## src/rtl/hsv_core_dispatch.sv

```systemverilog
// hsv_core_dispatch: N-unit dispatch stage. Routes each issued instruction to a
// per-unit FWFT FIFO and tags it with a wrapping program-order token. In-flight
// instructions are limited by a credit counter that commit retirement decrements.
// The stage takes part in the core flush_req/flush_ack handshake.
// Optional macro HSV_DISPATCH_STATS_EN: adds 32-bit saturating per-unit stall
// counters on stall_count_o. When the macro is undefined, stall_count_o is tied to 0.
module hsv_core_dispatch #(
  parameter int unsigned N_UNITS      = 5,
  parameter int unsigned DATA_W       = 128,
  parameter int unsigned DEPTH        = 2,
  parameter int unsigned TOKEN_W      = 4,
  parameter int unsigned MAX_INFLIGHT = 8
) (
  input  logic                         clk_core,
  input  logic                         rst_core,
  input  logic                         flush_req,
  output logic                         flush_ack,
  input  logic                         valid_i,
  output logic                         ready_o,
  input  logic [DATA_W-1:0]            data_i,
  input  logic [$clog2(N_UNITS)-1:0]   unit_sel_i,
  output logic [N_UNITS-1:0]           unit_valid_o,
  input  logic [N_UNITS-1:0]           unit_ready_i,
  output logic [N_UNITS*DATA_W-1:0]    unit_data_o,
  output logic [N_UNITS*TOKEN_W-1:0]   unit_token_o,
  input  logic                         retire_i,
  output logic                         err_o,
  output logic [N_UNITS*32-1:0]        stall_count_o
);

  localparam int unsigned SEL_W = $clog2(N_UNITS);
  localparam int unsigned IDX_W = $clog2(DEPTH);
  localparam int unsigned PTR_W = IDX_W + 1;
  localparam int unsigned INF_W = TOKEN_W + 1;

  typedef struct packed {
    logic [DATA_W-1:0]  data;
    logic [TOKEN_W-1:0] token;
  } entry_t;

  typedef enum logic [0:0] {
    ST_RUN   = 1'b0,
    ST_FLUSH = 1'b1
  } state_t;

  state_t             r_state;
  state_t             w_state_nxt;
  logic               r_flush_ack;
  logic               w_flush_ack_nxt;

  logic [TOKEN_W-1:0] r_token;
  logic [INF_W-1:0]   r_inflight;
  logic               r_err;

  entry_t             r_mem  [N_UNITS][DEPTH];
  logic [PTR_W-1:0]   r_wptr [N_UNITS];
  logic [PTR_W-1:0]   r_rptr [N_UNITS];

  logic [N_UNITS-1:0] w_full;
  logic [N_UNITS-1:0] w_empty;
  logic [N_UNITS-1:0] w_push;
  logic [N_UNITS-1:0] w_pop;
  logic [N_UNITS-1:0] w_unit_valid;
  entry_t             w_head [N_UNITS];

  logic               w_run;
  logic               w_clear;
  logic               w_sel_legal;
  logic               w_sel_full;
  logic               w_ready;
  logic               w_accept;
  logic               w_push_any;
  logic               w_inc;
  logic               w_dec;

  assign w_run       = (r_state == ST_RUN);
  // Entering FLUSH clears every FIFO and zeroes the in-flight count at that same edge.
  assign w_clear     = w_run & flush_req;
  assign w_sel_legal = (32'(unit_sel_i) < N_UNITS);

  // Fullness of the selected unit. An illegal selection reads as not full.
  always_comb begin
    w_sel_full = 1'b0;
    for (int i = 0; i < N_UNITS; i++) begin
      if (unit_sel_i == SEL_W'(i)) w_sel_full = w_full[i];
    end
  end

  assign w_ready    = w_run & ~flush_req & (r_inflight < INF_W'(MAX_INFLIGHT))
                    & (~w_sel_legal | ~w_sel_full);
  assign w_accept   = valid_i & w_ready;
  assign w_push_any = w_accept & w_sel_legal;
  assign w_inc      = w_push_any;
  assign w_dec      = retire_i & w_run & (r_inflight != '0);

  // Per-unit FIFO status, head extraction and output mapping.
  for (genvar g = 0; g < N_UNITS; g++) begin : g_unit
    assign w_full[g]       = (r_wptr[g][IDX_W-1:0] == r_rptr[g][IDX_W-1:0])
                           & (r_wptr[g][IDX_W] != r_rptr[g][IDX_W]);
    assign w_empty[g]      = (r_wptr[g] == r_rptr[g]);
    assign w_head[g]       = r_mem[g][r_rptr[g][IDX_W-1:0]];
    assign w_unit_valid[g] = ~w_empty[g] & w_run;
    assign w_pop[g]        = w_unit_valid[g] & unit_ready_i[g];
    assign w_push[g]       = w_push_any & (unit_sel_i == SEL_W'(g));
    assign unit_data_o[g*DATA_W +: DATA_W]    = w_head[g].data;
    assign unit_token_o[g*TOKEN_W +: TOKEN_W] = w_head[g].token;
  end

  // FSM state and registered flush acknowledge.
  always_ff @(posedge clk_core) begin
    if (rst_core) begin
      r_state     <= ST_RUN;
      r_flush_ack <= 1'b0;
    end else begin
      r_state     <= w_state_nxt;
      r_flush_ack <= w_flush_ack_nxt;
    end
  end

  // FSM next state. The acknowledge tracks the state that will be held after the edge.
  always_comb begin
    w_state_nxt     = r_state;
    w_flush_ack_nxt = 1'b0;
    case (r_state)
      ST_RUN:   if (flush_req)  w_state_nxt = ST_FLUSH;
      ST_FLUSH: if (!flush_req) w_state_nxt = ST_RUN;
      default:  w_state_nxt = ST_RUN;
    endcase
    w_flush_ack_nxt = (w_state_nxt == ST_FLUSH);
  end

  // FIFO pointers. Push and pop are independent; a push is only ever granted when not full.
  always_ff @(posedge clk_core) begin
    for (int i = 0; i < N_UNITS; i++) begin
      if (rst_core || w_clear) begin
        r_wptr[i] <= '0;
        r_rptr[i] <= '0;
      end else begin
        if (w_push[i]) r_wptr[i] <= r_wptr[i] + PTR_W'(1);
        if (w_pop[i])  r_rptr[i] <= r_rptr[i] + PTR_W'(1);
      end
    end
  end

  // FIFO storage. Contents need no reset because the pointers define validity.
  always_ff @(posedge clk_core) begin
    for (int i = 0; i < N_UNITS; i++) begin
      if (w_push[i]) r_mem[i][r_wptr[i][IDX_W-1:0]] <= '{data: data_i, token: r_token};
    end
  end

  // Program-order token. Flush leaves it running so ordering continues after the flush.
  always_ff @(posedge clk_core) begin
    if (rst_core)        r_token <= '0;
    else if (w_push_any) r_token <= r_token + TOKEN_W'(1);
  end

  // In-flight credit counter. A retire seen at zero is dropped.
  always_ff @(posedge clk_core) begin
    if (rst_core || w_clear) begin
      r_inflight <= '0;
    end else begin
      case ({w_inc, w_dec})
        2'b10:   r_inflight <= r_inflight + INF_W'(1);
        2'b01:   r_inflight <= r_inflight - INF_W'(1);
        default: r_inflight <= r_inflight;
      endcase
    end
  end

  // One-cycle error pulse for an accepted out-of-range unit select.
  always_ff @(posedge clk_core) begin
    if (rst_core) r_err <= 1'b0;
    else          r_err <= w_accept & ~w_sel_legal;
  end

`ifdef HSV_DISPATCH_STATS_EN
  logic [31:0]        r_stall [N_UNITS];
  logic [N_UNITS-1:0] w_stall_inc;

  // A unit stalls while issue targets it during RUN, its FIFO is full and no flush is requested.
  for (genvar g = 0; g < N_UNITS; g++) begin : g_stall
    assign w_stall_inc[g] = w_run & ~flush_req & valid_i & (unit_sel_i == SEL_W'(g)) & w_full[g];
    assign stall_count_o[g*32 +: 32] = r_stall[g];
  end

  // Saturating stall counters. Only reset clears them; a flush does not.
  always_ff @(posedge clk_core) begin
    for (int i = 0; i < N_UNITS; i++) begin
      if (rst_core)                                r_stall[i] <= '0;
      else if (w_stall_inc[i] && (r_stall[i] != '1)) r_stall[i] <= r_stall[i] + 32'd1;
    end
  end
`else
  assign stall_count_o = '0;
`endif

  assign flush_ack    = r_flush_ack;
  assign ready_o      = w_ready;
  assign unit_valid_o = w_unit_valid;
  assign err_o        = r_err;

endmodule

```

## config.mk

```make
export PLATFORM = sky130hd
export DESIGN_NAME = hsv_core_dispatch
export DESIGN_NICKNAME = d
export VERILOG_FILES = /design/src/rtl/hsv_core_dispatch.sv
export SDC_FILE = /design/constraint.sdc
export NUM_CORES = 1
export LEC_CHECK = 0
export CAP_MARGIN = 20
export CORE_AREA = 2 2 383 385
export DETAILED_ROUTE_END_ITERATION = 8
export DIE_AREA = 0 0 385 387
export MAX_ROUTING_LAYER = met4
export SETUP_SLACK_MARGIN = 0.3
export SLEW_MARGIN = 10
export SYNTH_ARGS = -nofsm -noshare
export SYNTH_HDL_FRONTEND = slang
export SYNTH_SLANG_ARGS = --single-unit
```

## constraint.sdc

```tcl
create_clock -name clk_core -period 28.5 [get_ports clk_core]
set_input_delay 5.7 -clock clk_core [delete_from_list [all_inputs] [get_ports clk_core]]
set_output_delay 5.7 -clock clk_core [all_outputs]
set_load 0.02 [all_outputs]
```

# Yosys cells after proc, flatten, opt, wreduce, memory -nomap -nowiden
# Memories as Yosys holds them, arrays and structs flattened.
# Cells that the tools add are included.
[totals]
inputBits = 141
regBits = 11
mem_count = 3
ramBits = 1340
output_inout_bits = 828
[memory_table]
columns = ["name", "words", "word_bits", "rd", "rd_ports_with_merged_regs", "wr", "line", "source"]
rows = [
  ["r_mem", 5, 264, 5, 0, 1, "55", "entry_t r_mem [N_UNITS][DEPTH];"],
  ["r_rptr", 5, 2, 5, 0, 5, "57", "logic [PTR_W-1:0] r_rptr [N_UNITS];"],
  ["r_wptr", 5, 2, 5, 0, 5, "56", "logic [PTR_W-1:0] r_wptr [N_UNITS];"],
]
[op_classes]
n_reduce_logical = 13
n_lt_le_gt_ge = 17
eq_ne = 21
mux = 91
n_addsub = 13
bitwise = 59
[ops]
columns = ["cell", "n"]
rows = [
  ["$mux W264", 13],
  ["$mux W132", 20],
  ["$reduce_or A264 Y1", 4],
  ["$demux W132 S1", 5],
  ["$mux W1", 38],
  ["$and A1 B1 Y1", 29],
  ["$add A2 B1 Y2 const B", 10],
  ["$ge A2 B2 Y1 const B", 10],
  ["$mux W2", 10],
  ["$not A1 Y2", 10],
  ["$mux W3", 4],
  ["$or A1 B1 Y1", 11],
  ["$eq A2 B2 Y1", 5],
  ["$lt A2 B1 Y1 const B", 5],
  ["$pmux W5 S2", 1],
  ["$not A1 Y1", 9],
  ["$eq A3 B2 Y1 const B", 2],
  ["$add A5 B1 Y5 const B", 1],
  ["$eq A1 B1 Y1", 5],
  ["$logic_and A1 B1 Y1", 5],
  ["$lt A5 B4 Y1 const B", 1],
  ["$ne A1 B1 Y1", 5],
  ["$reduce_bool A5 Y1", 1],
  ["$sub A5 B1 Y5 const B", 1],
  ["other kinds (9)", 9],
]

# Longest topological paths before layout
# An unclocked memory read counts as a cell.
[depth]
depth_word = 21
depth_mapped = 13
depth_no_buf = 12

# Worst setup path before layout
# OpenSTA, ideal clock, no wires.
[synth_path]
path_type = "input to register"
start = "in unit_sel_i[2]"
end = "mem r_mem[0][132] in the netlist's numbering, enable pin"
arrival_ns = 15.472
stages = 6
path_buffers = 2
required_time_ns = 27.715
setup_slack_ns = 12.244
path_cell_list = "or3b_2 > clkbuf_1 > o31a_1 > nand3b_4 > buf_6 > nor3_1"
[synth_via]
elab_chain_len = 19
[synth_rtl]
columns = ["element", "line", "source"]
rows = [
  ["start, declared", "21", "input logic [$clog2(N_UNITS)-1:0] unit_sel_i,"],
  ["$logic_not A3 Y1", "85, 104", ""],
  ["$mux W1 (5 in series)", "85", "if (unit_sel_i == SEL_W'(i)) w_sel_full = w_full[i];"],
  ["$not A1 Y1", "90", "& (~w_sel_legal | ~w_sel_full);"],
  ["$or A1 B1 Y1", "90", ""],
  ["$and A1 B1 Y1", "90", ""],
  ["$and A1 B1 Y1", "91", "assign w_accept = valid_i & w_ready;"],
  ["$and A1 B1 Y1", "92", "assign w_push_any = w_accept & w_sel_legal;"],
  ["$and A1 B1 Y1", "104", "assign w_push[g] = w_push_any & (unit_sel_i == SEL_W'(g));"],
  ["$mux W1", "148", "if (w_push[i]) r_mem[i][r_wptr[i][IDX_W-1:0]] <= '{data: data_i, token: r_token};"],
  ["$mux W264 (implied by the code)", "148", ""],
  ["$reduce_or A264 Y1 (no source line)", "-", ""],
  ["$mux W3 (no source line) or $mux W264 (tied branches) (4 in series)", "-", ""],
  ["end, declared", "55", ""],
]
# Parallel ways exist; a longest one is shown, timed or not.

# Worst setup path after layout
[layout_path]
start = "in unit_sel_i[1]"
end = "out ready_o"
[layout_via]
elab_chain_len = 9
[layout_rtl]
columns = ["element", "line", "source"]
rows = [
  ["$logic_not A3 Y1", "85", ""],
  ["$mux W1 (5 in series)", "85", ""],
  ["$not A1 Y1", "90", ""],
  ["$or A1 B1 Y1 *", "90", ""],
  ["$and A1 B1 Y1 *", "90", ""],
  ["end, declared", "19", "output logic ready_o,"],
]
# Mark *: on every way between the ends. The rest lies on a longest branch, timed or not.

==> summary.md <==
| Metric | Value |
|---|---|
| Post-layout min period | 14.31 ns |
| Status | complete, no violations |
| Yosys cell types | 41 |
| Crit path max fanout | 8 |
| Final Setup Violations | 0 |
| CP Class | in2out |
| Yosys top cell area share | 0.7980 |
| Via Count | around 25000 |
| DIE HEIGHT | approximately 390 um |
| Clock Skews | about 0.042 ns |
| WHS Path Cells | 2 |
| Main synth FF type | edfxtp_1 |
| Die area | around 150000 sq um |
| Average cell area after synthesis | 20.97 sq um |
| R2r setup slk | approximately 24 ns |
| Antenna Nets Post-Route | 0 |
| Hold Buf Count CTS | 0 |
| Crit path arrival time | ~8.6 ns |
| FF-to-FF Start | r_rptr[1][0]$_SDFFCE_PN0P_ |
| Leakage | ~21 nW |
| Initial antenna violation count | 12 |
| Max-cap violation count | 0 |
| Clock insertion delay at the later pin of the skew report | a little under 0.8 ns |
| Post-CTS Resized | 0 |
| Post CTS Setup Buffer Count | 0 |
| Unrepaired setup endpoints after global routing | no |
| Clk slew on worst S/H paths | 0.06 ns |
| Wire length of the first global-routing pass | 189.8 mm |
| Worst vdd ir | 0.00006088 V |
| Pin count of the biggest net entering global routing | 95 |
| Worst EP required | approximately 23 ns |
| CTS tree | built |
| Vias in the first global route | approximately 26000 |
| Vias/cell | between 4 and 5 |
| Core Region | around 140000 sq um |
| Initial Util | 0.3481 |
| Post-synth top area cell | edfxtp_1 |
| Setup crit end kind | primary output |
| EDFF count, synth | 1340 |
| Avg WL per Cell | between 20 and 30 um |
| Pwr dens | roughly 68 nW/um^2 |
| Drt first pass iters | 5 |
| Crit start category | primary input |
| Drt initial violations | ~1500 |
| DRT Wirelength | around 140 mm |
| Max-slew headroom | 0.2916 |
| Total GRT Usage | 0.1843 |
| Hold Crit Start | r_inflight[4]$_SDFFE_PP0P_ |
| Layout area overhead | 28.79% |
| Synthesis warning total | 0 |
| Synth Register Bits | roughly 1400 |
| IO Pins | 969 |
| Cells on worst reg2reg path | 8 |
| Residual DRC | 0 |
| Routability Congestion | a little under 0.8 |
| Leading post-synthesis cells by cell area | edfxtp_1 (80%), mux2_2 (15%), buf_4 (2.4%) |
| Post-synth ARST share | 0 |
| Count leader, synth | edfxtp_1 |
| Post-synth top cells | edfxtp_1 (1340), mux2_2 (662), buf_4 (160) |
| RR Endpoint | r_mem[0][70]$_DFFE_PP_ |
| Multi-input logic area | between 9000 and 10000 sq um |
| Die W | about 390 um |
| Worst-Margin Slew | around 1.1 ns |
| Fin Setup TNS | 0 ns |
| Post-Syn Area | just over 50000 sq um |
| CTS Buf Count | approximately 150 |
| Clock root buffer | clkbuf_16 |
| Clock Path Buffers | 3 |
| Worst min path class | reg2reg |
| Fmax | between 60 and 70 MHz |
| Row count | 140 |
| Sequential-to-total area share from yosys stat | 0.8024 |
| Register area | 40460 sq um |
| Share of cells above drive strength 1 | 0.2665 |
| Port bufs | around 810 |
| Fillers | ~12000 |
| Final hold vios | 0 |
| Pwr Total | roughly 4.4 mW |
| Crit share post-route | 0.5021 |
| Dpl cell area | roughly 60000 sq um |
| Clock sink total | about 1400 |
| Slew Limit Fails | 0 |
| Total grt overflow | 0 |
| Post-Synthesis Cells | roughly 2400 |
| Nets | 3470 |
| H-tree depth | 4 |
| Finished Cell Area | between 60000 and 70000 sq um |
| Hold Path End | r_inflight[4]$_SDFFE_PP0P_ |
| Detailed Place HPWL | 83.02 mm |
-- cells by family (layout without fill, tap and decap cells) --
family / after synthesis / after routing / synth area share
flops: 1351 / 1351 / 0.8024
mux: 666 / 666 / 0.1487
buf+inv: 250 / 1120 / 0.03082
simple gates: 79 / 79 / 0.008537
xor+xnor: 27 / 27 / 0.004690
compound gates: 25 / 25 / 0.003102
fa+ha+maj: 6 / 6 / 0.001638
other cells: 1 / 168 / 0.00007437
-- worst max path at each step --
stage / start / endpoint / slack [ns] / cells after the start
2_1_floorplan: unit_sel_i[2] / r_mem[0][132]$_DFFE_PP_ / 12.24 / 6
3_3_place_gp: unit_sel_i[0] / ready_o / 14.25 / 6
3_5_place_dp: unit_sel_i[1] / ready_o / 14.21 / 6
4_1_cts: unit_sel_i[1] / ready_o / 14.20 / 6
5_1_grt: unit_sel_i[0] / ready_o / 14.06 / 6
6_report: unit_sel_i[1] / ready_o / 14.19 / 6
-- final cells by class --
class | instances | area share
clock inverter | 70 | 0.01008
clock buffer | 188 | 0.05902
multi-input combinational | 963 | 0.1395
timing repair buffer | 855 | 0.1308
antenna | 8 | 0.0003083
sequential | 1351 | 0.6230
tap | 1917 | 0.03694
inverter | 7 | 0.0004046
-- stage by stage --
step | utilization | instances | hold WS (ns) | worst slack (ns)
after global placement | 0.4172 | 5093 | 0.5364 | 14.25
after floorplan | - | 2564 | 0.4662 | 12.24
after detailed placement | 0.4172 | 5093 | 0.5252 | 14.21
final | 0.4483 | 5359 | 0.5264 | 14.19
after global routing | 0.4482 | 5358 | 0.5931 | 14.06
after CTS | 0.4481 | 5351 | 0.5340 | 14.20
-- sequential cells by signal, summed over array words and instances (netlist names) --
register    cells
r_rptr         10
flush_ack       1
r_wptr         10
r_token         4
err_o           1
r_inflight      5
r_mem        1320
-- cells in the final DEF, fill, tap and decap left out, types with 4 or more instances in the layout --
master and n:
edfxtp_1 1340, nand3_1 7, o21ai_1 4, or3b_1 4
nor4_1 11, clkinv_1 29, dfxtp_1 11, xnor2_1 22
xor2_1 5, clkbuf_16 147, clkbuf_1 41, clkinv_2 20
nor2_1 20, nor3_2 10, clkdlybuf4s50_1 808, a21oi_1 11
conb_1 160, mux2_2 662, diode_2 8, bufinv_16 8
buf_4 43, inv_1 7, nand2_1 10, nor2b_1 4
ha_1 5, buf_12 4
-- power breakdown --
group / leakage, nW / switching, mW / internal, mW
Clock: 2.18 / 0.761 / 1.02
Combinational: 6.77 / 0.242 / 0.176
Sequential: 12.2 / 0.00500 / 2.20
Total: 21.2 / 1.01 / 3.40
-- layer usage --
| metal | global-route usage | vias to the layer above | wire length (um) |
|---|---|---|---|
| met5 | - | - | 0 |
| met4 | 0.04915 | 0 | 3065 |
| met3 | 0.07455 | 193 | 12900 |
| met2 | 0.3048 | 923 | 67990 |
| met1 | 0.2055 | 13080 | 52520 |
| li1 | - | 10950 | - |
-- worst max-delay path, cell delays in order --
cell and delay (ns):
clkdlybuf4s50_1 0.60, or3b_1 0.50, or3b_1 0.43, a311oi_2 0.45, and2b_2 0.34, clkdlybuf4s50_1 0.57
No activity file was read; power rests on OpenSTA's default activity.
